### config.mk
export PLATFORM = sky130hd
export DESIGN_NAME = load_store_unit
export DESIGN_NICKNAME = d
export VERILOG_FILES = /design/src/rtl/load_store_unit.sv
export SDC_FILE = /design/constraint.sdc
export NUM_CORES = 1
export LEC_CHECK = 0
export BUFFER_PORTS_ARGS = -buffer_cell sky130_fd_sc_hd__buf_2
export CAP_MARGIN = 25
export CORE_UTILIZATION = 63
export CTS_BUF_LIST = sky130_fd_sc_hd__clkbuf_4 sky130_fd_sc_hd__clkbuf_8
export DETAILED_ROUTE_END_ITERATION = 7
export PLACE_DENSITY = 0.93
export SLEW_MARGIN = 5
export SYNTH_ARGS = -nofsm -noshare
export SYNTH_HDL_FRONTEND = slang
export SYNTH_SLANG_ARGS = --single-unit
### constraint.sdc
create_clock -name clock -period 12.61 [get_ports clock]
set_clock_uncertainty 0.15 [all_clocks]
set_input_delay 0 -clock clock [delete_from_list [all_inputs] [get_ports clock]]
set_output_delay 0 -clock clock [all_outputs]
set_load 0.01 [all_outputs]
### src/rtl/load_store_unit.sv
// Load/store initiator: queues decoded ops, checks address legality, issues one
// pulse-style memory request at a time and returns a tagged, extended completion.
module load_store_unit #(
    parameter int unsigned FIFO_DEPTH   = 2,
    parameter int unsigned ADDR_LIMIT   = 1024,
    parameter bit          STRICT_ALIGN = 1'b1
) (
    input  logic        clock,
    input  logic        reset_n,
    input  logic        flush,
    input  logic        issue_valid,
    output logic        issue_ready,
    input  logic        issue_is_store,
    input  logic [2:0]  issue_funct3,
    input  logic [31:0] issue_base,
    input  logic [11:0] issue_offset,
    input  logic [31:0] issue_store_data,
    input  logic [4:0]  issue_tag,
    output logic        mem_load_request,
    output logic [31:0] mem_load_addr,
    input  logic [31:0] mem_read_data,
    output logic        mem_write_request,
    output logic [31:0] mem_write_addr,
    output logic [31:0] mem_write_data,
    output logic [2:0]  mem_write_type,
    output logic        result_valid,
    output logic [4:0]  result_tag,
    output logic [31:0] result_data,
    output logic        result_error
);

    localparam int unsigned PTR_W = $clog2(FIFO_DEPTH);
    localparam int unsigned CNT_W = $clog2(FIFO_DEPTH + 1);

    typedef struct packed {
        logic        is_store;
        logic [2:0]  funct3;
        logic [31:0] base;
        logic [11:0] offset;
        logic [31:0] store_data;
        logic [4:0]  tag;
    } lsu_op_t;

    typedef enum logic [1:0] {S_IDLE, S_ISSUE, S_WAIT, S_RESP} state_t;

    state_t      state, next_state;
    lsu_op_t     fifo_mem [FIFO_DEPTH];
    lsu_op_t     push_op, head;
    logic [PTR_W-1:0] wr_ptr, rd_ptr;
    logic [CNT_W-1:0] count;
    logic        push, pop;
    logic        cancelled;
    logic [2:0]  cur_funct3;
    logic        cur_is_store;

    logic [31:0] op_addr;
    logic [32:0] op_last;
    logic [2:0]  op_size;
    logic        op_legal, op_range_err, op_misaligned, op_error;
    logic [31:0] load_ext;

    assign issue_ready = (count < CNT_W'(FIFO_DEPTH)) && !flush;
    assign push        = issue_valid && issue_ready;
    assign head        = fifo_mem[rd_ptr];

    always_comb begin
        push_op.is_store   = issue_is_store;
        push_op.funct3     = issue_funct3;
        push_op.base       = issue_base;
        push_op.offset     = issue_offset;
        push_op.store_data = issue_store_data;
        push_op.tag        = issue_tag;
    end

    // Payload storage needs no reset; pointers and count gate its visibility.
    always_ff @(posedge clock) begin
        if (push) begin
            fifo_mem[wr_ptr] <= push_op;
        end
    end

    always_ff @(posedge clock or negedge reset_n) begin
        if (!reset_n) begin
            wr_ptr <= '0;
            rd_ptr <= '0;
            count  <= '0;
        end else if (flush) begin
            wr_ptr <= '0;
            rd_ptr <= '0;
            count  <= '0;
        end else begin
            if (push) wr_ptr <= wr_ptr + PTR_W'(1);
            if (pop)  rd_ptr <= rd_ptr + PTR_W'(1);
            if (push && !pop)      count <= count + CNT_W'(1);
            else if (pop && !push) count <= count - CNT_W'(1);
        end
    end

    // Effective address, size and legality of the op at the FIFO head.
    always_comb begin
        op_addr  = head.base + {{20{head.offset[11]}}, head.offset};
        op_legal = 1'b0;
        op_size  = 3'd1;
        case (head.funct3)
            3'b000: begin op_legal = 1'b1; op_size = 3'd1; end
            3'b001: begin op_legal = 1'b1; op_size = 3'd2; end
            3'b010: begin op_legal = 1'b1; op_size = 3'd4; end
            3'b100: begin op_legal = !head.is_store; op_size = 3'd1; end
            3'b101: begin op_legal = !head.is_store; op_size = 3'd2; end
            default: ;
        endcase
        op_last       = {1'b0, op_addr} + 33'(op_size) - 33'd1;
        op_range_err  = op_last >= 33'(ADDR_LIMIT);
        op_misaligned = STRICT_ALIGN &&
                        ((op_size == 3'd2 && op_addr[0]) ||
                         (op_size == 3'd4 && op_addr[1:0] != 2'b00));
        op_error      = !op_legal || op_range_err || op_misaligned;
    end

    always_comb begin
        load_ext = 32'd0;
        case (cur_funct3)
            3'b000: load_ext = {{24{mem_read_data[7]}}, mem_read_data[7:0]};
            3'b001: load_ext = {{16{mem_read_data[15]}}, mem_read_data[15:0]};
            3'b010: load_ext = mem_read_data;
            3'b100: load_ext = {24'd0, mem_read_data[7:0]};
            3'b101: load_ext = {16'd0, mem_read_data[15:0]};
            default: ;
        endcase
    end

    always_ff @(posedge clock or negedge reset_n) begin
        if (!reset_n) state <= S_IDLE;
        else          state <= next_state;
    end

    always_comb begin
        next_state = state;
        pop        = 1'b0;
        case (state)
            S_IDLE: begin
                if (count != '0 && !flush) begin
                    pop        = 1'b1;
                    next_state = op_error ? S_RESP : S_ISSUE;
                end
            end
            S_ISSUE: next_state = S_WAIT;
            S_WAIT:  next_state = (cancelled || flush) ? S_IDLE : S_RESP;
            S_RESP:  next_state = S_IDLE;
            default: next_state = S_IDLE;
        endcase
    end

    // Flushed in-flight ops still finish their access but lose their completion.
    always_ff @(posedge clock or negedge reset_n) begin
        if (!reset_n) begin
            cancelled <= 1'b0;
        end else if (state == S_IDLE) begin
            cancelled <= 1'b0;
        end else if (flush && (state == S_ISSUE || state == S_WAIT)) begin
            cancelled <= 1'b1;
        end
    end

    always_ff @(posedge clock or negedge reset_n) begin
        if (!reset_n) begin
            mem_load_request  <= 1'b0;
            mem_load_addr     <= 32'd0;
            mem_write_request <= 1'b0;
            mem_write_addr    <= 32'd0;
            mem_write_data    <= 32'd0;
            mem_write_type    <= 3'd0;
            result_valid      <= 1'b0;
            result_tag        <= 5'd0;
            result_data       <= 32'd0;
            result_error      <= 1'b0;
            cur_funct3        <= 3'd0;
            cur_is_store      <= 1'b0;
        end else begin
            mem_load_request  <= pop && !op_error && !head.is_store;
            mem_write_request <= pop && !op_error && head.is_store;
            result_valid      <= (next_state == S_RESP);
            if (pop && !op_error) begin
                if (head.is_store) begin
                    mem_write_addr <= op_addr;
                    mem_write_data <= head.store_data;
                    mem_write_type <= head.funct3;
                end else begin
                    mem_load_addr  <= op_addr;
                end
            end
            if (pop) begin
                result_tag   <= head.tag;
                result_error <= op_error;
                result_data  <= 32'd0;
                cur_funct3   <= head.funct3;
                cur_is_store <= head.is_store;
            end
            if (state == S_WAIT && !cur_is_store) begin
                result_data <= load_ext;
            end
        end
    end

endmodule

==> results.ini <==
[status]
status = complete, no violations

[critical_path]
cp_max_fo = 38
reg2reg_slack_ns = 3.53
crit_type = reg2reg
crit_required_ns = 12.91
cp-end-kind = flop
critPathSlowestCell = nor4_4
slowest_delay_ns = 0.94
crit_path_start_kind = flop
cp_data_arrival_time_ns = 9.38

[synth]
synth.top_cell.area_share_pct = 32.6
synth_area_um2 = 15700
synth_top_family_by_area = multiplexers
yosysWarnings = 0
synth_area_leaders = edfxtp_1 33%, dfrtp_1 24%, mux2_2 10%
synth_adder_area_share_pct = 5.28
ys_types = 77
synth_compound_area_share_pct = 11.1
synthCells = 1248
muxShareOfSynthArea_pct = 13.4
ys_ff_latch = 321
synth_top_area_cell = edfxtp_1
async_reset_ff_share_pct = 47.0
ys_seq_area_share_pct = 56.7
synth_ff_type = edfxtp_1
syn_area_per_cell_um2 = 12.6
syn_nets = 1434
synthSimpleGateAreaFrac_pct = 8.56
synth-xor-area-share_pct = 2.34
synth_edf_count = 170

[clock_network]
clkSinkCount = 321
postCtsSetupBuffers = 0
cts_tree = done
ctsLongestPathBuffers = 3
clk_latency_ns = 0.61
cts_max_level = 2
ctsResizeCount = 0
clk_pin_slew_worst_paths_ns = 0.09
ctsHoldBuffers = 196
cts_made_buffers = 48
root_buffer = clkbuf_8

[timing]
slew_headroom_pct = 35.5
tns_ns = 0
worst_pin_slew_ns = 0.961
rsz0062_at_grt = no
finalCritPeriodShare_pct = 72.0
finalHoldViolations = 0
final-setup-viol-count = 0
period_minus_slack_ns = 9.08
setup_ws_ns = 3.53
fmax_mhz = 110
slew_violations = 0

[drt]
wl_per_cell_um = 24.4
drt_iter0_markers = 1376
postRouteAntennaNets = 0
remaining_drc_errors = 0
vias = 13200
firstDrtPassIters = 8
routed_wl_um = 50900
avgViaCountPerCell = 6.34

[global_route]
grt_pass1_wl_um = 78000
grt_max_degree = 93
grt_overflow_total = 0
grt_pass1_vias = 13700
antenna_found_initial = 0
grtUsageTotal_pct = 40.2

[floorplanning]
die_y_um = 160
die_x_um = 160
die_area_um2 = 25500
rows = 57
start_util_pct = 64.3
io_pins = 262
core_um2 = 24400

[final_layout]
area_delta_synth_final_pct = 28.9
final_net_count = 1909
drive_above_1_share_pct = 29.1
num-fill-cells = 1214
utilization_pct = 82.8
insertedDiodeCount = 0
instances_no_fill = 2084

[job]
max-cap-violations = 0

[power_and_ir_drop]
vdd_drop_max_mv = 0.166
power.leakage_nw = 9.07
power_density_nw_per_um2 = 246

[placed_design]
place_congestion = 0.953
placedCellCount = 1799
pre_cts_slack_ns = 4.06
hpwl_um = 26500
port_buffers = 261

[hold_path]
holdCritPathClass = in2reg

logic make-up after synthesis:
group,after synthesis
AO/OA/AOI/OAI,272
XOR/XNOR,41
adder cells (fa/ha/maj),65
buffers and inverters,100
flip-flops,321
multiplexers,187
AND/OR/NAND/NOR,262
worst max-delay path: cells and delay by family, from the launching register on:
| family | cells | cell delay (ns) |
|---|---|---|
| AO/OA/AOI/OAI | 13 | 3.57 |
| AND/OR/NAND/NOR | 4 | 1.58 |
| adder cells (fa/ha/maj) | 3 | 1.09 |
| flip-flops | 1 | 0.78 |
| multiplexers | 2 | 0.78 |
| buffers and inverters | 3 | 0.68 |
| XOR/XNOR | 1 | 0.29 |
where the power goes:
part	internal (mW)	switching (mW)
Clock	0.412	0.458
Sequential	1.21	0.0764
Combinational	1.05	1.75
cells in the final DEF, fill, tap and decap left out, types with 13 or more instances in the layout:
cell type	instances
xor2_1	13
nor3_1	22
a21o_1	19
o21ai_0	62
o21a_1	13
a211oi_1	13
nand2_1	88
clkinv_1	13
dlygate4sd3_1	196
mux2_2	139
nand3_1	19
dfrtp_1	150
clkbuf_8	51
xnor2_1	27
inv_1	51
buf_2	260
a21oi_1	89
edfxtp_1	170
nand4_1	13
ha_1	63
mux2_1	38
nor2_1	40
cell usage after synthesis (all sizes together) (3+ instances only):
library cell    n
and4            3
a211o           4
o21ai          70
inv            53
ha             63
a31oi           4
clkbuf         26
a21oi          90
or2             4
o211ai          9
or3             6
or4             8
nor4           12
nand3          19
edfxtp        170
xor2           14
o22ai           3
nand2          88
xnor2          27
o31ai           4
a2111oi         4
buf            20
and2            9
nor4b           3
mux2          177
a22o            8
nand4          13
nor2           42
and3            5
nor2b           9
a211oi         15
o21a           13
nand2b          8
dfrtp         151
nor3           23
mux2i          10
a21o           19
o21bai          4
cell type report:
cell class              count  area [µm²]  share of cell area, %
clock buffers              62         785                   3.88
clock inverters            25         130                  0.644
inverters                  54         203                   1.00
multi-input cells         827        6390                   31.6
flip-flops and latches    321        8890                   44.0
well taps                 324         405                   2.01
repair buffers            471        3410                   16.9
final timing paths:
check                                  startpoint                end  cells past startpoint
worst max-delay path                       rd_ptr  mem_load_addr[13]                     26
worst max register to register             rd_ptr  mem_load_addr[13]                     26
worst min-delay path               issue_base[21]    fifo_mem[1][70]                      2
worst min register to register  mem_write_type[0]  mem_write_type[0]                      1
max in group asynchronous                 reset_n  mem_write_type[0]                      4
min in group asynchronous                 reset_n    result_data[23]                      4
metal layers:
metal / up-vias / global-route usage (%) / wire length, µm
met2: 1006 / 68.3 / 25000
met3: 266 / 8.18 / 4880
met1: 6326 / 47.1 / 17700
met4: 0 / 24.6 / 3350
met5: - / 0 / 0
li1: 5623 / - / -
sequential cells by signal, indices dropped and copies added, names as in the netlist:
name,cells
fifo_mem,170
mem_load_addr,32
mem_write_addr,32
mem_write_data,32
result_data,32
result_tag,5
cur_funct3,3
mem_write_type,3
count,2
state,2
cancelled,1
cur_is_store,1
mem_load_request,1
mem_write_request,1
rd_ptr,1
result_error,1
result_valid,1
wr_ptr,1
metrics by stage:
stage	total power, mW	hold WS [ns]	cell area (µm²)
6_report	4.97	0.00877	20200
5_1_grt	5.23	0.00320	20200
4_1_cts	4.75	0.00133	20200
3_5_place_dp	3.84	-0.0214	17300
3_3_place_gp	3.78	-0.0264	17300
2_1_floorplan	3.21	-0.446	15700
(Power assumes the default switching activity.)
